File: src/rtl/lane_deskew_merger_if.sv
`default_nettype none
// ============================================================================
// lane_deskew_merger_if : lane inputs and OS / merged outputs of the merger.
// Optional macro SKEW_REPORT_EN adds skew_val.                 Rev 1.0
// ============================================================================
interface lane_deskew_merger_if;
   logic       enable_r;
   logic       data_os;
   logic [7:0] lane_0_rx_in;
   logic       lane_0_vld;
   logic [7:0] lane_1_rx_in;
   logic       lane_1_vld;
   logic [7:0] lane_0_os_out;
   logic [7:0] lane_1_os_out;
   logic       os_vld;
   logic [7:0] merged_out;
   logic       merged_vld;
   logic       aligned;
   logic       skew_err;
   logic       ovf_err;
`ifdef SKEW_REPORT_EN
   logic [3:0] skew_val;
`endif

   modport slave (
      input  enable_r, data_os, lane_0_rx_in, lane_0_vld, lane_1_rx_in, lane_1_vld,
`ifdef SKEW_REPORT_EN
      output skew_val,
`endif
      output lane_0_os_out, lane_1_os_out, os_vld, merged_out, merged_vld,
      output aligned, skew_err, ovf_err
   );

   modport master (
      output enable_r, data_os, lane_0_rx_in, lane_0_vld, lane_1_rx_in, lane_1_vld,
`ifdef SKEW_REPORT_EN
      input  skew_val,
`endif
      input  lane_0_os_out, lane_1_os_out, os_vld, merged_out, merged_vld,
      input  aligned, skew_err, ovf_err
   );
endinterface
`default_nettype wire

File: src/rtl/lane_deskew_merger.sv
`default_nettype none
// ============================================================================
// lane_deskew_merger : two-lane marker deskew FIFOs, OS pair / block re-merge.
// Optional macro SKEW_REPORT_EN adds the skew_val report.      Rev 1.0
// ============================================================================
module lane_deskew_merger #(
   parameter int         FIFO_DEPTH = 8,
   parameter logic [7:0] ALIGN_SYM  = 8'hBC,
   parameter int         BLOCK_LEN  = 4,
   parameter int         MAX_SKEW   = 6
) (
   input  wire logic            clk,
   input  wire logic            rst,
   lane_deskew_merger_if.slave  bus
);
   localparam int c_AW = $clog2(FIFO_DEPTH);
   localparam int c_BW = (BLOCK_LEN > 1) ? $clog2(BLOCK_LEN) : 1;
   localparam int c_SW = $clog2(MAX_SKEW + 2);

   typedef enum logic [1:0] {
      ST_IDLE  = 2'd0,
      ST_ALIGN = 2'd1,
      ST_OS    = 2'd2,
      ST_DATA  = 2'd3
   } state_t;

   state_t          state_q, state_d;
   logic [c_AW:0]   wp0_q, wp0_d, rp0_q, rp0_d, wp1_q, wp1_d, rp1_q, rp1_d;
   logic            mk0_q, mk0_d, mk1_q, mk1_d;
   logic [c_SW-1:0] cnt_q, cnt_d;
   logic            sel_q, sel_d;
   logic [c_BW-1:0] blk_q, blk_d;
   logic [7:0]      os0_q, os0_d, os1_q, os1_d, mrg_q, mrg_d;
   logic            os_vld_q, os_vld_d, mrg_vld_q, mrg_vld_d;
   logic            aligned_q, aligned_d, skew_err_q, skew_err_d, ovf_q, ovf_d;
`ifdef SKEW_REPORT_EN
   logic [3:0]      skew_val_q, skew_val_d;
`endif
   logic [7:0]      mem0_q [FIFO_DEPTH];
   logic [7:0]      mem1_q [FIFO_DEPTH];

   logic            w_empty0, w_empty1, w_full0, w_full1, w_active;
   logic            w_push0, w_push1, w_pop0, w_pop1, w_wr0, w_wr1, w_ovf, w_m0, w_m1;
   logic [c_SW-1:0] w_cnt_inc;
   logic [7:0]      w_rd0, w_rd1;

   assign w_empty0  = (wp0_q == rp0_q);
   assign w_empty1  = (wp1_q == rp1_q);
   assign w_full0   = (wp0_q[c_AW] != rp0_q[c_AW]) && (wp0_q[c_AW-1:0] == rp0_q[c_AW-1:0]);
   assign w_full1   = (wp1_q[c_AW] != rp1_q[c_AW]) && (wp1_q[c_AW-1:0] == rp1_q[c_AW-1:0]);
   assign w_active  = (state_q != ST_IDLE);
   assign w_push0   = w_active && mk0_q && bus.lane_0_vld;
   assign w_push1   = w_active && mk1_q && bus.lane_1_vld;
   assign w_pop0    = ((state_q == ST_OS) && !w_empty0 && !w_empty1) ||
                      ((state_q == ST_DATA) && !sel_q && !w_empty0);
   assign w_pop1    = ((state_q == ST_OS) && !w_empty0 && !w_empty1) ||
                      ((state_q == ST_DATA) && sel_q && !w_empty1);
   // A full FIFO still accepts a byte when it is popped in the same cycle.
   assign w_wr0     = w_push0 && (!w_full0 || w_pop0);
   assign w_wr1     = w_push1 && (!w_full1 || w_pop1);
   assign w_ovf     = (w_push0 && !w_wr0) || (w_push1 && !w_wr1);
   assign w_m0      = (state_q == ST_ALIGN) && !mk0_q && bus.lane_0_vld && (bus.lane_0_rx_in == ALIGN_SYM);
   assign w_m1      = (state_q == ST_ALIGN) && !mk1_q && bus.lane_1_vld && (bus.lane_1_rx_in == ALIGN_SYM);
   assign w_rd0     = mem0_q[rp0_q[c_AW-1:0]];
   assign w_rd1     = mem1_q[rp1_q[c_AW-1:0]];
   assign w_cnt_inc = cnt_q + c_SW'(1);

   always_ff @(posedge clk) begin
      if (w_wr0) mem0_q[wp0_q[c_AW-1:0]] <= bus.lane_0_rx_in;
      if (w_wr1) mem1_q[wp1_q[c_AW-1:0]] <= bus.lane_1_rx_in;
   end

   always_comb begin
      state_d    = state_q;
      wp0_d      = wp0_q + (c_AW+1)'(w_wr0);
      rp0_d      = rp0_q + (c_AW+1)'(w_pop0);
      wp1_d      = wp1_q + (c_AW+1)'(w_wr1);
      rp1_d      = rp1_q + (c_AW+1)'(w_pop1);
      mk0_d      = mk0_q;
      mk1_d      = mk1_q;
      cnt_d      = cnt_q;
      sel_d      = sel_q;
      blk_d      = blk_q;
      os0_d      = os0_q;
      os1_d      = os1_q;
      mrg_d      = mrg_q;
      os_vld_d   = 1'b0;
      mrg_vld_d  = 1'b0;
      aligned_d  = aligned_q;
      skew_err_d = 1'b0;
      ovf_d      = ovf_q;
`ifdef SKEW_REPORT_EN
      skew_val_d = skew_val_q;
`endif
      case (state_q)
         ST_IDLE: state_d = ST_ALIGN;
         ST_ALIGN: begin
            mk0_d = mk0_q | w_m0;
            mk1_d = mk1_q | w_m1;
            if (mk0_q ^ mk1_q) begin
               if (cnt_q == c_SW'(MAX_SKEW)) begin
                  skew_err_d = 1'b1;
                  mk0_d      = 1'b0;
                  mk1_d      = 1'b0;
                  cnt_d      = '0;
                  wp0_d      = '0;
                  rp0_d      = '0;
                  wp1_d      = '0;
                  rp1_d      = '0;
               end else if (w_m0 || w_m1) begin
                  aligned_d  = 1'b1;
                  cnt_d      = '0;
                  state_d    = bus.data_os ? ST_DATA : ST_OS;
`ifdef SKEW_REPORT_EN
                  skew_val_d = {mk1_q, 3'(w_cnt_inc)};
`endif
               end else begin
                  cnt_d = w_cnt_inc;
               end
            end else if (w_m0 && w_m1) begin
               aligned_d  = 1'b1;
               state_d    = bus.data_os ? ST_DATA : ST_OS;
`ifdef SKEW_REPORT_EN
               skew_val_d = 4'd0;
`endif
            end
         end
         ST_OS: begin
            if (w_pop0) begin
               os0_d    = w_rd0;
               os1_d    = w_rd1;
               os_vld_d = 1'b1;
            end
            if (bus.data_os) begin
               state_d = ST_DATA;
               blk_d   = '0;
               sel_d   = 1'b0;
            end
         end
         ST_DATA: begin
            if (w_pop0 || w_pop1) begin
               mrg_d     = sel_q ? w_rd1 : w_rd0;
               mrg_vld_d = 1'b1;
               if (blk_q == c_BW'(BLOCK_LEN - 1)) begin
                  blk_d = '0;
                  sel_d = ~sel_q;
               end else begin
                  blk_d = blk_q + c_BW'(1);
               end
            end
            if (!bus.data_os) begin
               state_d = ST_OS;
               blk_d   = '0;
               sel_d   = 1'b0;
            end
         end
         default: state_d = ST_IDLE;
      endcase

      // Overflow drops the offending byte and forces a fresh alignment.
      if (w_ovf) begin
         ovf_d     = 1'b1;
         aligned_d = 1'b0;
         state_d   = ST_ALIGN;
         mk0_d     = 1'b0;
         mk1_d     = 1'b0;
         cnt_d     = '0;
         blk_d     = '0;
         sel_d     = 1'b0;
         wp0_d     = '0;
         rp0_d     = '0;
         wp1_d     = '0;
         rp1_d     = '0;
         os0_d     = '0;
         os1_d     = '0;
         mrg_d     = '0;
         os_vld_d  = 1'b0;
         mrg_vld_d = 1'b0;
      end

      if (!bus.enable_r) begin
         state_d    = ST_IDLE;
         wp0_d      = '0;
         rp0_d      = '0;
         wp1_d      = '0;
         rp1_d      = '0;
         mk0_d      = 1'b0;
         mk1_d      = 1'b0;
         cnt_d      = '0;
         sel_d      = 1'b0;
         blk_d      = '0;
         os0_d      = '0;
         os1_d      = '0;
         mrg_d      = '0;
         os_vld_d   = 1'b0;
         mrg_vld_d  = 1'b0;
         aligned_d  = 1'b0;
         skew_err_d = 1'b0;
         ovf_d      = 1'b0;
`ifdef SKEW_REPORT_EN
         skew_val_d = 4'd0;
`endif
      end
   end

   always_ff @(posedge clk or posedge rst) begin
      if (rst) begin
         state_q    <= ST_IDLE;
         wp0_q      <= '0;
         rp0_q      <= '0;
         wp1_q      <= '0;
         rp1_q      <= '0;
         mk0_q      <= 1'b0;
         mk1_q      <= 1'b0;
         cnt_q      <= '0;
         sel_q      <= 1'b0;
         blk_q      <= '0;
         os0_q      <= '0;
         os1_q      <= '0;
         mrg_q      <= '0;
         os_vld_q   <= 1'b0;
         mrg_vld_q  <= 1'b0;
         aligned_q  <= 1'b0;
         skew_err_q <= 1'b0;
         ovf_q      <= 1'b0;
`ifdef SKEW_REPORT_EN
         skew_val_q <= 4'd0;
`endif
      end else begin
         state_q    <= state_d;
         wp0_q      <= wp0_d;
         rp0_q      <= rp0_d;
         wp1_q      <= wp1_d;
         rp1_q      <= rp1_d;
         mk0_q      <= mk0_d;
         mk1_q      <= mk1_d;
         cnt_q      <= cnt_d;
         sel_q      <= sel_d;
         blk_q      <= blk_d;
         os0_q      <= os0_d;
         os1_q      <= os1_d;
         mrg_q      <= mrg_d;
         os_vld_q   <= os_vld_d;
         mrg_vld_q  <= mrg_vld_d;
         aligned_q  <= aligned_d;
         skew_err_q <= skew_err_d;
         ovf_q      <= ovf_d;
`ifdef SKEW_REPORT_EN
         skew_val_q <= skew_val_d;
`endif
      end
   end

   assign bus.lane_0_os_out = os0_q;
   assign bus.lane_1_os_out = os1_q;
   assign bus.os_vld        = os_vld_q;
   assign bus.merged_out    = mrg_q;
   assign bus.merged_vld    = mrg_vld_q;
   assign bus.aligned       = aligned_q;
   assign bus.skew_err      = skew_err_q;
   assign bus.ovf_err       = ovf_q;
`ifdef SKEW_REPORT_EN
   assign bus.skew_val      = skew_val_q;
`endif
endmodule
`default_nettype wire

File: src/flat_wrapper.sv
// flat-port wrapper written by rule: the top's interface ports become plain ports
module lane_deskew_merger_flat 
#(
   parameter int         FIFO_DEPTH = 8,
   parameter logic [7:0] ALIGN_SYM  = 8'hBC,
   parameter int         BLOCK_LEN  = 4,
   parameter int         MAX_SKEW   = 6
)
  (clk, rst, bus_enable_r, bus_data_os, bus_lane_0_rx_in, bus_lane_0_vld, bus_lane_1_rx_in, bus_lane_1_vld, bus_lane_0_os_out, bus_lane_1_os_out, bus_os_vld, bus_merged_out, bus_merged_vld, bus_aligned, bus_skew_err, bus_ovf_err);
  lane_deskew_merger_if bus_i ();
  input  wire logic clk;
  input  wire logic rst;
  input wire logic [$bits(bus_i.enable_r)-1:0] bus_enable_r;
  input wire logic [$bits(bus_i.data_os)-1:0] bus_data_os;
  input wire logic [$bits(bus_i.lane_0_rx_in)-1:0] bus_lane_0_rx_in;
  input wire logic [$bits(bus_i.lane_0_vld)-1:0] bus_lane_0_vld;
  input wire logic [$bits(bus_i.lane_1_rx_in)-1:0] bus_lane_1_rx_in;
  input wire logic [$bits(bus_i.lane_1_vld)-1:0] bus_lane_1_vld;
  output wire logic [$bits(bus_i.lane_0_os_out)-1:0] bus_lane_0_os_out;
  output wire logic [$bits(bus_i.lane_1_os_out)-1:0] bus_lane_1_os_out;
  output wire logic [$bits(bus_i.os_vld)-1:0] bus_os_vld;
  output wire logic [$bits(bus_i.merged_out)-1:0] bus_merged_out;
  output wire logic [$bits(bus_i.merged_vld)-1:0] bus_merged_vld;
  output wire logic [$bits(bus_i.aligned)-1:0] bus_aligned;
  output wire logic [$bits(bus_i.skew_err)-1:0] bus_skew_err;
  output wire logic [$bits(bus_i.ovf_err)-1:0] bus_ovf_err;
  assign bus_i.enable_r = bus_enable_r;
  assign bus_i.data_os = bus_data_os;
  assign bus_i.lane_0_rx_in = bus_lane_0_rx_in;
  assign bus_i.lane_0_vld = bus_lane_0_vld;
  assign bus_i.lane_1_rx_in = bus_lane_1_rx_in;
  assign bus_i.lane_1_vld = bus_lane_1_vld;
  assign bus_lane_0_os_out = bus_i.lane_0_os_out;
  assign bus_lane_1_os_out = bus_i.lane_1_os_out;
  assign bus_os_vld = bus_i.os_vld;
  assign bus_merged_out = bus_i.merged_out;
  assign bus_merged_vld = bus_i.merged_vld;
  assign bus_aligned = bus_i.aligned;
  assign bus_skew_err = bus_i.skew_err;
  assign bus_ovf_err = bus_i.ovf_err;
  lane_deskew_merger #(.FIFO_DEPTH(FIFO_DEPTH), .ALIGN_SYM(ALIGN_SYM), .BLOCK_LEN(BLOCK_LEN), .MAX_SKEW(MAX_SKEW)) u_core (.clk(clk), .rst(rst), .bus(bus_i));
endmodule
File: config.mk
export PLATFORM = sky130hd
export DESIGN_NAME = lane_deskew_merger_flat
export DESIGN_NICKNAME = d
export VERILOG_FILES = /design/src/rtl/lane_deskew_merger_if.sv /design/src/rtl/lane_deskew_merger.sv /design/src/flat_wrapper.sv
export SDC_FILE = /design/constraint.sdc
export NUM_CORES = 1
export LEC_CHECK = 0
export CORE_MARGIN = 4
export CORE_UTILIZATION = 60
export CTS_CLUSTER_DIAMETER = 50
export DETAILED_ROUTE_END_ITERATION = 10
export DONT_BUFFER_PORTS = 1
export GPL_ROUTABILITY_DRIVEN = 0
export HOLD_SLACK_MARGIN = 0.08
export PLACE_DENSITY = 0.76
export REMOVE_ABC_BUFFERS = 1
export SETUP_SLACK_MARGIN = 0.5
export SYNTH_ARGS = -nofsm -noshare
export SYNTH_HDL_FRONTEND = slang
export SYNTH_SLANG_ARGS = --single-unit
export TNS_END_PERCENT = 5
File: constraint.sdc
create_clock -name clk -period 4.5 [get_ports clk]
set_input_delay 0.225 -clock clk [delete_from_list [all_inputs] [get_ports clk]]
set_output_delay 0.225 -clock clk [all_outputs]
set_load 0.02 [all_outputs]
# --- Word level (Yosys, flattened, before mapping) ---
# Memory sizes are Yosys's and may differ from the RTL's.
# Cells that the tools add are included.
# Widths: inputs -> output; s select.
op_classes:
  n_addsub: 6
  multipliers: 0
  div_mod_pow: 0
  magnitude_cmp: 0
  n_eq_ne: 31
  shift: 0
  n_mux: 98
  bitwise_logic: 4
  n_reduce_logical: 48
op_table:
  columns: ["operator", "count"]
  rows:
  - ["$mux 8", 13]
  - ["$mux 4", 20]
  - ["$mux 1", 42]
  - ["$mux 2", 14]
  - ["$ne 5x4->1 const B", 5]
  - ["$logic_and 1x1->1", 23]
  - ["$mux 3", 6]
  - ["$ne 3x1->1 const B", 6]
  - ["$add 4x1->4", 4]
  - ["$eq 8x8->1 const B", 2]
  - ["$ne 4x3->1 const B", 4]
  - ["$logic_not 1->1", 9]
  - ["$eq 4x4->1", 2]
  - ["$ne 4x1->1 const B", 2]
  - ["$pmux 2 s4", 1]
  - ["$reduce_and 4->1", 2]
  - ["$logic_or 1x1->1", 7]
  - ["$eq 2x2->1 const B", 3]
  - ["$eq 3x3->1", 2]
  - ["$reduce_and 2->1", 3]
  - ["$reduce_and 5->1", 1]
  - ["$pmux 2 s2", 1]
  - ["$add 3x1->3 const B", 1]
  - ["$eq 3x3->1 const B", 1]
  - ["11 further kinds", 13]
word_totals:
  regBits: 55
  latch_bits: 0
  mem_bits_rw: 128
  rom_bits: 0
  input_bits: 22
  output_inout_bits: 29
  wordCells: 207
  n_memories: 2
mem_list:
  columns: ["memory", "words", "word_bits", "rd", "rd_ports_with_merged_regs", "wr", "line_no", "text"]
  rows:
  - ["u_core.mem0_q", 8, 8, 1, 0, 1, "lane_deskew_merger.sv:39", "logic [7:0] mem0_q [FIFO_DEPTH];"]
  - ["u_core.mem1_q", 8, 8, 1, 0, 1, "lane_deskew_merger.sv:40", "logic [7:0] mem1_q [FIFO_DEPTH];"]

# --- Logic depth before layout (Yosys ltp) ---
# Gate-level depths: netlist of run 1.
depth:
  word_depth: 13
  mapped_depth: 11
  depth_no_buf: 8

# --- Worst setup path before layout of run 1 ---
# Ideal clock, no wire load.
synth_path:
  path_kind: "reg-to-reg"
  startpoint: "register u_core.rp0_q[0]"
  endpoint: "memory u_core.mem1_q[0][0], enable pin"
  setup_time_ns: 0.383
  arrival_time_ns: 1.933
  t_required_ns: 4.117
  path_slack_ns: 2.183
  path_stages_with_launch: 7
  n_path_buf: 1
  period_less_slack_ns: 2.317
  cell_sequence: "dfrtp_1 -> buf_4 -> xnor2_1 -> a41o_1 -> a31oi_1 -> nand2b_1 -> nor3_1"
synth_between:
  elab_chain_cells: 9
synth_rtl:
  columns: ["item", "line_no", "text"]
  rows:
  - ["from (decl)", "lane_deskew_merger.sv:28", "logic [c_AW:0] wp0_q, wp0_d, rp0_q, rp0_d, wp1_q, wp1_d, rp1_q, rp1_d;"]
  - ["from (signal assigned)", "lane_deskew_merger.sv:232", "rp0_q <= rp0_d;"]
  - ["$eq 4x4->1", "lane_deskew_merger.sv:47", "assign w_empty0 = (wp0_q == rp0_q);"]
  - ["$logic_not 1->1", "lane_deskew_merger.sv:56", "assign w_pop1 = ((state_q == ST_OS) && !w_empty0 && !w_empty1) ||"]
  - ["$logic_and 1x1->1 (2 in a row)", "lane_deskew_merger.sv:56", null]
  - ["$logic_or 1x1->1", "lane_deskew_merger.sv:56", null]
  - ["$logic_or 1x1->1", "lane_deskew_merger.sv:60", "assign w_wr1 = w_push1 && (!w_full1 || w_pop1);"]
  - ["$logic_and 1x1->1", "lane_deskew_merger.sv:60", null]
  - ["$mux 1", "lane_deskew_merger.sv:70", "if (w_wr1) mem1_q[wp1_q[c_AW-1:0]] <= bus.lane_1_rx_in;"]
  - ["$mux 1 (implied by the code)", "lane_deskew_merger.sv:70", null]
  - ["to (decl)", "lane_deskew_merger.sv:40", null]
# Every way passes these cells.

# --- Worst setup path in the final report of run 1 ---
layout_path:
  startpoint: "register u_core.rp1_q[0]"
  endpoint: "memory u_core.mem0_q[0][3], enable pin"
layout_between:
  elab_chain_cells: 8
layout_rtl:
  columns: ["item", "line_no", "text"]
  rows:
  - ["from (decl)", "lane_deskew_merger.sv:28", null]
  - ["from (signal assigned)", "lane_deskew_merger.sv:234", "rp1_q <= rp1_d;"]
  - ["$eq 4x4->1", "lane_deskew_merger.sv:48", "assign w_empty1 = (wp1_q == rp1_q);"]
  - ["$logic_not 1->1", "lane_deskew_merger.sv:54", "assign w_pop0 = ((state_q == ST_OS) && !w_empty0 && !w_empty1) ||"]
  - ["$logic_and 1x1->1", "lane_deskew_merger.sv:54", null]
  - ["$logic_or 1x1->1", "lane_deskew_merger.sv:54", null]
  - ["$logic_or 1x1->1", "lane_deskew_merger.sv:59", "assign w_wr0 = w_push0 && (!w_full0 || w_pop0);"]
  - ["$logic_and 1x1->1", "lane_deskew_merger.sv:59", null]
  - ["$mux 1", "lane_deskew_merger.sv:69", "if (w_wr0) mem0_q[wp0_q[c_AW-1:0]] <= bus.lane_0_rx_in;"]
  - ["$mux 1 (implied by the code)", "lane_deskew_merger.sv:69", null]
  - ["to (decl)", "lane_deskew_merger.sv:39", null]
# Every way passes these cells.

==> run metrics, run 1 <==
total I/O pin count=51; skew final=just under 0.008 ns; Max Freq=about 0.34 GHz; VDD IR max=between 0.2 and 0.3 mV; Setup crit end=u_core.mem0_q[0][3]; asr flop ratio synth=0.301; status=complete, no violations; mux contribution to synthesized area=0.144; slowest stage delay, CP=0.96 ns; Synth top area share=0.488; diodes inserted=0; Seq/Total Area, Yosys=0.663; Die ar.=15000 sq um; max-slew violation count=0; Synth Register Bits=183; DP Area=7960 sq um; leading area contributor after synthesis=edfxtp_1; Worst Setup Start Kind=flop; leakage=between 0.003 and 0.004 uW; multi-input logic area=2430 sq um; setup TNS=0 ns; clock transition at the registers of the reported paths=0.06 ns; predominant post-synthesis flop cell=edfxtp_1; core area=12700 sq um; Root Driver=clkbuf_16; layout cells sized above 1=0.166; Setup Fix Bufs, Post-CTS=0; RR Startpoint=u_core.rp1_q[0]; Worst Reg2Reg Path Length in Cells=5; CTS Hold Bufs=19; worst hold path depth=4; Max Cap Violations=0; CP max FO=10; Setup crit end kind=flop; Worst Setup Path Type=reg -> reg; Rel. slew slack=0.166; Critical Path AT=2.94 ns; first-pass GRT wire length=25.5 mm; ranking of synthesized cells by area=edfxtp_1, dfrtp_1, mux4_2; r2r endpoint=u_core.mem0_q[0][3]; fin area=~8800 sq um; total routed wirelength=16.3 mm; # DRC=0; initial antenna violation count=0; setup violators final=0; largest family of logic cells by synthesized area=multiplexers; Tot GR Track Use=0.237; post-synthesis simple-gate area fraction=0.0823; vias in the first global route=~4400; pin count of the biggest net entering global routing=39; TritonCTS clock tree=yes; average wire per standard cell=23.5 microns; Yosys warning count=0; Critical path origin=u_core.rp1_q[0]; Die X=123 microns; Std-Cell Rows=41; Non-Filler Instances=691; Final Hold Vio Count=0; Power per Cell Area=386 nW/um^2; fin crit share=0.645; Nets=539; Critical Path RT=4.53 ns; vias per inst=~6.3; Storage cell area=5220 sq um; die height=about 120 microns; Post-Syn Area per Cell=16.2 sq um; fillers=about 860; Starting Density=0.619; Post-synth EDFFs=about 130; 1st-iter DRT viols=550; # resized after CTS=0; antenna-violating nets left=0; fin crit period=between 2 and 3 ns; Remaining Overflow, GRT=0; Synth Cell Area=7870 sq um; DR vias=4328; adder-cell share of the synthesized area=0.0200; Yosys cell types=55; measured slew at the worst slew-check pin=~1.2 ns; register-to-register setup slack=1.60 ns; PortBufs=0; H-tree levels=4; Clk Latency, worst-skew pair=0.43 ns; Clock Path Buffers=2; Critical Path, Cell by Cell=xnor2_1, a41o_1, a31oi_1, nand2b_1, nor3_1; post-synthesis compound-gate area fraction=0.0429; CTS sink cnt=183; RSZ-0062 raised after global routing=false; cts bufs inserted=17; drt pass-1 iters=5; Area Overhead vs Synth=11.3%; placed cell count=640; cells after synthesis=486; Post-Synth XOR/XNOR Area=0.0189; min-delay worst type=in -> reg; hpwl dp=between 10 and 15 mm; critical path's slowest cell=nor3_1
## logic make-up after synthesis
logic type                 Yosys count
DFF                                183
and+or+nand+nor                    123
muxes                               66
AOI/OAI and AO/OA                   47
buffers and inverters               37
xor gates and xnor gates            17
adders and majority gates           13
## power by group
group / switching (uW) / internal [uW]
Sequential: 3.20 / 1810
Combinational: 40.9 / 18.4
Clock: 590 / 920
## cells in the final DEF, fill, tap and decap left out, types with 2 or more instances in the layout
master,count
xnor2_1,13
a31oi_1,3
nor3_1,5
clkbuf_1,3
dfrtp_1,55
nand4_2,2
clkbuf_8,4
or4_1,3
mux2i_1,17
and2_1,2
mux2_2,16
nor3b_1,3
inv_1,12
maj3_1,2
nor2_1,58
nor4_2,2
o21ai_0,10
a41o_1,2
a22oi_2,3
xor2_1,4
a22oi_1,5
or2_1,3
mux4_2,19
clkbuf_16,20
buf_4,6
a21oi_1,15
ha_1,11
nand4b_1,2
nand2_1,14
nand3_1,6
or4b_1,2
o211ai_1,2
mux4_1,13
edfxtp_1,128
nand2b_1,9
clkinv_2,3
dlygate4sd3_1,19
and3_1,2
## cell type report
cell class	instances	share of cell area
clock buffers	27	0.0647
clock inverters	5	0.00614
inverters	13	0.00557
multi-input cells	266	0.277
flip-flops and latches	183	0.595
well taps	172	0.0246
repair buffers	25	0.0268
## per-layer routing
| layer | wire, microns | GRT usage |
|---|---|---|
| met1 | 6930 | 0.342 |
| met2 | 7680 | 0.349 |
| met3 | 1360 | 0.0733 |
| met4 | 280 | 0.0763 |
| met5 | 0 | 0 |
## synth_stat cells, drive strengths merged (7+ instances only)
cell / instances
dfrtp: 55
nor2: 58
nand2b: 9
mux4: 32
a21oi: 16
nand2: 14
inv: 13
buf: 22
o21ai: 10
nand3: 7
edfxtp: 128
a22oi: 8
ha: 11
xnor2: 13
mux2: 16
mux2i: 18
## worst max-delay path, delay by kind of cell (launching register included)
kind / cells / cell delay [ns]
AOI/OAI and AO/OA: 2 / 0.53
xor gates and xnor gates: 1 / 0.20
DFF: 1 / 0.66
and+or+nand+nor: 2 / 1.11
## worst min path at each step
stage                              from                          end  slack, ns
floorplan           bus_lane_0_rx_in[0]          u_core.mem0_q[0][0]       0.32
CTS                 bus_lane_1_rx_in[7]                 u_core.mk1_q       0.08
global placement                    rst  u_core.bus.lane_1_os_out[7]       0.09
global route        bus_lane_1_rx_in[7]                 u_core.mk1_q       0.11
finish              bus_lane_1_rx_in[7]                 u_core.mk1_q        0.1
detailed placement                  rst  u_core.bus.lane_1_os_out[1]        0.1
## metrics by stage
stage | setup slack, ns | util | power [uW] | hold slack [ns]
6_report | 1.60 | 0.689 | 3380 | 0.0951
3_3_place_gp | 1.78 | 0.625 | 1870 | 0.0923
3_5_place_dp | 1.61 | 0.625 | 1880 | 0.0989
5_1_grt | 1.39 | 0.689 | 3480 | 0.107
4_1_cts | 1.60 | 0.689 | 3400 | 0.0803
2_1_floorplan | 1.63 | - | 1870 | 0.324
## sequential cells by signal, summed over array words and instances, names as in the netlist, 2 cells and up
signal                    count
u_core.state_q                2
u_core.wp1_q                  4
u_core.bus.lane_1_os_out      8
u_core.cnt_q                  3
u_core.mem0_q                64
u_core.rp0_q                  4
u_core.rp1_q                  4
u_core.wp0_q                  4
u_core.blk_q                  2
u_core.mem1_q                64
u_core.bus.merged_out         8
u_core.bus.lane_0_os_out      8
(Power assumes the default switching activity.)
==> inputs of run 2 (changes only) <==
==> constraint.sdc (replaced) <==
create_clock -name clk -period 3 [get_ports clk]
set_input_delay 0.15 -clock clk [delete_from_list [all_inputs] [get_ports clk]]
set_output_delay 0.15 -clock clk [all_outputs]
set_load 0.02 [all_outputs]
==> run 2 against run 1 <==
  * Sequential power is 50% higher
  * Final cell count grew 2.5%
  * Sequential share of layout area down 0.87 points
  * Setup slack got worse by 0.97 ns
  * Final area rose by 1.5%
  * Non-clock buffer count grew 17
  * Clock power up 44%
  * Die area stayed put
  * Routed wire length decreased by 2.3%
==> run metrics, run 2 (same netlist as run 1, synthesis figures left out) <==
Worst Hold Endpoint=u_core.mk0_q (was u_core.mk1_q); DR vias=4343 (was 4328); Critical Path RT=3.29 ns (was 4.53 ns); layout cells sized above 1=0.207 (was 0.166); fin crit share=0.792 (was 0.645); core area=12700 sq um (unchanged); beginning of the worst hold path=bus_lane_0_vld (was bus_lane_1_rx_in[7]); most used cell, CP=ha_1; leakage=0.00311 uW (was 0.00303 uW); skew final=0.00569 ns (was 0.00778 ns); diodes inserted=0 (unchanged); total routed wirelength=15.9 mm (was 16.3 mm); Critical Path, Cell by Cell=xnor2_2, and3_1, a21oi_2, or2_1, ha_1, ha_1, xnor2_1, nor2_1 (was xnor2_1, a41o_1, a31oi_1, nand2b_1, nor3_1); TritonCTS clock tree=yes (unchanged); RSZ-0062 raised after global routing=false (unchanged); Final Core Density=0.699 (was 0.689); Remaining Overflow, GRT=0 (unchanged); setup violators final=0 (unchanged); Final Power=4980 uW (was 3380 uW); Non-Filler Instances=708 (was 691); PortBufs=0 (unchanged); Area Overhead vs Synth=13.0% (was 11.3%); 1st-iter DRT viols=346 (was 550); Tot GR Track Use=0.231 (was 0.237); total I/O pin count=51 (unchanged); Worst Setup Start Kind=flop (unchanged); Net Sw Frac=0.196 (was 0.188); Rel. slew slack=0.446 (was 0.166); Std-Cell Rows=41 (unchanged); cts bufs inserted=17 (unchanged); r2r endpoint=u_core.rp0_q[2] (was u_core.mem0_q[0][3]); Max Cap Violations=0 (unchanged); measured slew at the worst slew-check pin=0.830 ns (was 1.24 ns); Comb power frac=0.018 (about the same); fin crit period=2.38 ns (was 2.90 ns); Worst Setup Path Type=reg -> reg (unchanged); average wire per standard cell=22.4 microns (was 23.5 microns); slowest stage delay, CP=0.69 ns (was 0.96 ns); Clock power frac=0.437 (was 0.447); Nets=556 (was 539); min-delay worst type=in -> reg (unchanged); Setup Fix Bufs, Post-CTS=0 (unchanged); clock transition at the registers of the reported paths=0.06 ns (about the same); antenna-violating nets left=0 (unchanged); Clock Path Buffers=2 (unchanged); Critical Path AT=2.67 ns (was 2.94 ns); Switch Pwr=975 uW (was 634 uW); H-tree levels=4 (unchanged); RR Startpoint=u_core.rp1_q[0] (unchanged); critical path's slowest cell=dfrtp_1 (was nor3_1); Worst Reg2Reg Path Length in Cells=8 (was 5); Die X=123 microns (unchanged); vias per inst=6.13 (was 6.26); Root Driver=clkbuf_16 (unchanged); initial antenna violation count=0 (unchanged); max-slew violation count=0 (unchanged); VDD IR max=0.301 mV (was 0.266 mV); register-to-register setup slack=0.62 ns (was 1.60 ns); vias in the first global route=4515 (was 4362); # DRC=0 (unchanged); CTS sink cnt=183 (unchanged); drt pass-1 iters=5 (unchanged); first-pass GRT wire length=25.3 mm (was 25.5 mm); placed cell count=656 (was 640); Setup crit end kind=flop (unchanged); worst hold path depth=4 (unchanged); internal power=4010 uW (was 2750 uW); Final Hold Vio Count=0 (unchanged); Starting Density=0.619 (unchanged); Power per Cell Area=560 nW/um^2 (was 386 nW/um^2); status=complete, no violations (unchanged); die height=123 microns (unchanged); most frequent cells in the layout=edfxtp_1, nor2_1, dfrtp_1 (unchanged); most common cell after layout, fill and taps aside=edfxtp_1 (unchanged); setup TNS=0 ns (unchanged); hpwl dp=10.5 mm (was 10.3 mm); Flop pwr share=0.545 (was 0.536); pin count of the biggest net entering global routing=40 (was 39); Die ar.=15000 sq um (unchanged); Clk Latency, worst-skew pair=0.43 ns (about the same); Max Freq=0.421 GHz (was 0.344 GHz); CP max FO=10 (unchanged)
==> run 2: changes by cell type in the layout (fill, tap and decap cells not counted), sizes merged <==
cell,previous run,this run
bufinv,1,2
clkinv,4,7
clkinvlp,0,1
buf,6,22
dlygate4sd3,19,20
clkbuf,27,20
inv,13,15
==> run 2: layout make-up <==
| class | instances | area (sq um) |
|---|---|---|
| clock inverter | 12 | 125 |
| fill | 829 | 3820 |
| multi-input combinational | 266 | 2470 |
| timing repair buffer | 42 | 365 |
| tap | 172 | 215 |
| clock buffer | 20 | 457 |
| inverter | 13 | 48.8 |
| sequential | 183 | 5220 |
==> run 2: critical path: cells and delay by family (launching register included) <==
kind	cells	cell delay [ns]
flip-flops	1	0.69
AND/OR/NAND/NOR	3	0.61
adder cells (fa/ha/maj)	2	0.46
XOR/XNOR	2	0.37
AO/OA/AOI/OAI	1	0.09
==> run 2: per-stage QoR <==
step	hold WS, ns	area [sq um]	worst slack (ns)
floorplan	0.249	7690	0.129
global placement	0.217	8080	0.651
detailed placement	0.239	8080	0.481
CTS	0.120	8870	0.525
global route	0.173	8900	0.507
finish	0.141	8900	0.623
==> run 2: how the worst max path moves through the flow <==
| stage | startpoint | to | slack, ns | depth (start not counted) |
|---|---|---|---|---|
| floorplan | u_core.rp0_q[1] | u_core.rp0_q[2] | 0.13 | 8 |
| global placement | u_core.rp0_q[0] | u_core.rp0_q[1] | 0.65 | 8 |
| detailed placement | u_core.rp0_q[0] | u_core.rp0_q[2] | 0.48 | 8 |
| CTS | u_core.wp0_q[1] | u_core.rp0_q[2] | 0.52 | 8 |
| global route | u_core.rp1_q[0] | u_core.rp0_q[2] | 0.51 | 8 |
| finish | u_core.rp1_q[0] | u_core.rp0_q[2] | 0.62 | 8 |
==> run 2: metal layers <==
metal | GRT usage | part of all wire | wire length (microns) | up-vias
met4 | 0.0861 | 0.022 | 347 | 0
met5 | 0 | 0 | 0 | -
met1 | 0.317 | 0.41 | 6560 | 2222
li1 | - | - | - | 1933
met3 | 0.0650 | 0.073 | 1160 | 25
met2 | 0.359 | 0.49 | 7810 | 163
==> run 2: power groups by stage <==
| stage | Clock (uW) | Combinational, uW | Sequential [uW] |
|---|---|---|---|
| floorplan | 0 | 33.0 | 2770 |
| global placement | 0 | 43.8 | 2770 |
| detailed placement | 0 | 46.3 | 2770 |
| CTS | 2200 | 91.5 | 2710 |
| global route | 2320 | 101 | 2710 |
| finish | 2180 | 90.4 | 2710 |
==> run 2: what timing repair did <==
item                       4_1_cts  5_1_grt
cloned                           0        0
resized for setup                2        6
setup endpoints to repair        2        3
hold buffers                    20        0
hold endpoints to repair       189        0
pin swaps                        0        0
==> inputs of run 3 (changes only) <==
==> constraint.sdc (replaced) <==
create_clock -name clk -period 2.42 [get_ports clk]
set_input_delay 0.121 -clock clk [delete_from_list [all_inputs] [get_ports clk]]
set_output_delay 0.121 -clock clk [all_outputs]
set_load 0.02 [all_outputs]
==> run 3 against run 2 <==
  * Via count grew 4.5%
  * Non-clock buffer count grew 30
  * Sequential power up 24%
  * Global-route usage is 0.63 points higher
  * Register-to-register slack got worse by 0.31 ns
  * Clock power up 21%
  * Worst hold slack worse by 0.045 ns
  * Highest routed layer unchanged
==> run metrics, run 3 (same netlist as run 1, synthesis figures left out) <==
Flop pwr share=0.548 (was 0.545); Power per Cell Area=654 nW/um^2 (was 560 nW/um^2); vias per inst=6.15 (was 6.13); Switch Pwr=1240 uW (was 975 uW); Std-Cell Rows=41 (unchanged); DR vias=4537 (was 4343); most frequent cells in the layout=edfxtp_1, nor2_1, dfrtp_1 (unchanged); Final Hold Vio Count=0 (unchanged); cts bufs inserted=17 (unchanged); Clock power frac=0.430 (was 0.437); Min Hold Slack=0.0963 ns (was 0.141 ns); beginning of the worst hold path=bus_lane_1_rx_in[0] (was bus_lane_0_vld); TritonCTS clock tree=yes (unchanged); Starting Density=0.619 (unchanged); Worst Setup Path Type=reg -> reg (unchanged); Worst Setup Start Kind=flop (unchanged); Area Overhead vs Synth=19.2% (was 13.0%); Non-Filler Instances=738 (was 708); Tot GR Track Use=0.238 (was 0.231); Die X=123 microns (unchanged); die height=123 microns (unchanged); Rel. slew slack=0.592 (was 0.446); min-delay worst type=in -> reg (unchanged); antenna-violating nets left=0 (unchanged); Final Core Density=0.738 (was 0.699); RSZ-0062 raised after global routing=true (was false); most common cell after layout, fill and taps aside=edfxtp_1 (unchanged); Critical Path AT=2.42 ns (was 2.67 ns); H-tree levels=4 (unchanged); clock transition at the registers of the reported paths=0.07 ns (was 0.06 ns); internal power=4900 uW (was 4010 uW); Root Driver=clkbuf_16 (unchanged); core area=12700 sq um (unchanged); Critical Path RT=2.74 ns (was 3.29 ns); 1st-iter DRT viols=514 (was 346); measured slew at the worst slew-check pin=0.612 ns (was 0.830 ns); critical path's slowest cell=dfrtp_1 (unchanged); CP max FO=3 (was 10); Critical Path, Cell by Cell=xnor2_2, a41o_1, a21oi_2, or2_1, ha_2, buf_4, nand3_2, xor2_1, nor2_1 (was xnor2_2, and3_1, a21oi_2, or2_1, ha_1, ha_1, xnor2_1, nor2_1); max-slew violation count=0 (unchanged); leakage=0.00330 uW (was 0.00311 uW); average wire per standard cell=23.5 microns (was 22.4 microns); Die ar.=15000 sq um (unchanged); hpwl dp=10.3 mm (was 10.5 mm); diodes inserted=0 (unchanged); pin count of the biggest net entering global routing=44 (was 40); # DRC=0 (unchanged); total I/O pin count=51 (unchanged); Net Sw Frac=0.201 (was 0.196); first-pass GRT wire length=25.9 mm (was 25.3 mm); status=complete, no violations (unchanged); setup violators final=0 (unchanged); register-to-register setup slack=0.32 ns (was 0.62 ns); slowest stage delay, CP=0.43 ns (was 0.69 ns); initial antenna violation count=0 (unchanged); Comb power frac=0.022 (was 0.018); Nets=586 (was 556); Max Cap Violations=0 (unchanged); Setup crit end kind=flop (unchanged); Max Freq=0.476 GHz (was 0.421 GHz); VDD IR max=0.486 mV (was 0.301 mV); Clock Path Buffers=2 (unchanged); Critical path origin=u_core.wp0_q[3] (was u_core.rp1_q[0]); worst path bufs/invs=1 (was 0); Clk Latency, worst-skew pair=0.43 ns (about the same); PortBufs=0 (unchanged); fin crit period=2.10 ns (was 2.38 ns); RR Startpoint=u_core.wp0_q[3] (was u_core.rp1_q[0]); fin crit share=0.869 (was 0.792); Remaining Overflow, GRT=0 (unchanged); total routed wirelength=17.4 mm (was 15.9 mm); vias in the first global route=4560 (was 4515); placed cell count=661 (was 656); skew final=0.0112 ns (was 0.00569 ns); CTS sink cnt=183 (unchanged); crit-path leading delay family=XOR/XNOR gates (was flip-flops); drt pass-1 iters=5 (unchanged); layout cells sized above 1=0.292 (was 0.207)
[run 3: cell count changes in the layout (fill, tap and decap cells not counted), moves of 4 or more]
cell and change:
buf_4 +18, dfrtp_1 -8, dfrtp_2 +8, buf_12 +5
buf_6 +5, xnor2_1 -4
[run 3: metrics by stage]
stage / total power [uW] / setup slack (ns) / instance area [sq um] / TNS, ns
global route: 6320 / 0.293 / 9390 / 0
floorplan: 3470 / -0.451 / 7690 / -20.27
CTS: 6150 / 0.456 / 9140 / 0
global placement: 3490 / 0.343 / 8130 / 0
detailed placement: 3490 / 0.277 / 8130 / 0
finish: 6140 / 0.318 / 9390 / 0
[run 3: path summary, 6_finish.rpt]
kind                       depth (start not counted)                     endpoint
setup / recovery                                   9              u_core.rp0_q[3]
hold / removal                                     4                 u_core.mk1_q
setup reg to reg                                   9              u_core.rp0_q[3]
hold reg to reg                                    2              u_core.cnt_q[1]
max in group asynchronous                          3     u_core.bus.merged_out[7]
min in group asynchronous                          3  u_core.bus.lane_0_os_out[6]
[run 3: layout make-up]
class,count,area [sq um]
sequential,183,5230
tap,172,215
fill,772,3340
multi-input combinational,266,2620
clock buffer,22,508
clock inverter,10,63.8
timing repair buffer,72,694
inverter,13,48.8
[run 3: worst min-delay path, cell delays in order]
cell and delay, ns:
nand4bb_1 0.14, nor4_2 0.07, nor2_1 0.09, nor2_1 0.05
[run 3: power groups by stage]
| stage | Combinational [uW] | Sequential (uW) | Clock [uW] |
|---|---|---|---|
| floorplan | 40.9 | 3430 | 0 |
| global placement | 59.6 | 3430 | 0 |
| detailed placement | 61.7 | 3430 | 0 |
| CTS | 128 | 3360 | 2660 |
| global route | 147 | 3360 | 2820 |
| finish | 136 | 3360 | 2640 |
[run 3: layer usage]
layer,up-vias,global-route usage,share of wire
met5,-,0,0
met4,0,0.0644,0.013
met3,24,0.0668,0.077
met2,185,0.371,0.51
met1,2327,0.334,0.40
li1,2001,-,-
[run 3: what timing repair did]
item,4_1_cts,5_1_grt
pin swaps,4,21
gates resized for setup,28,25
endpoints found under the setup margin,177,175
hold endpoints to repair,211,0
buffers inserted,9,14
hold buffers,21,0
gates cloned,1,0
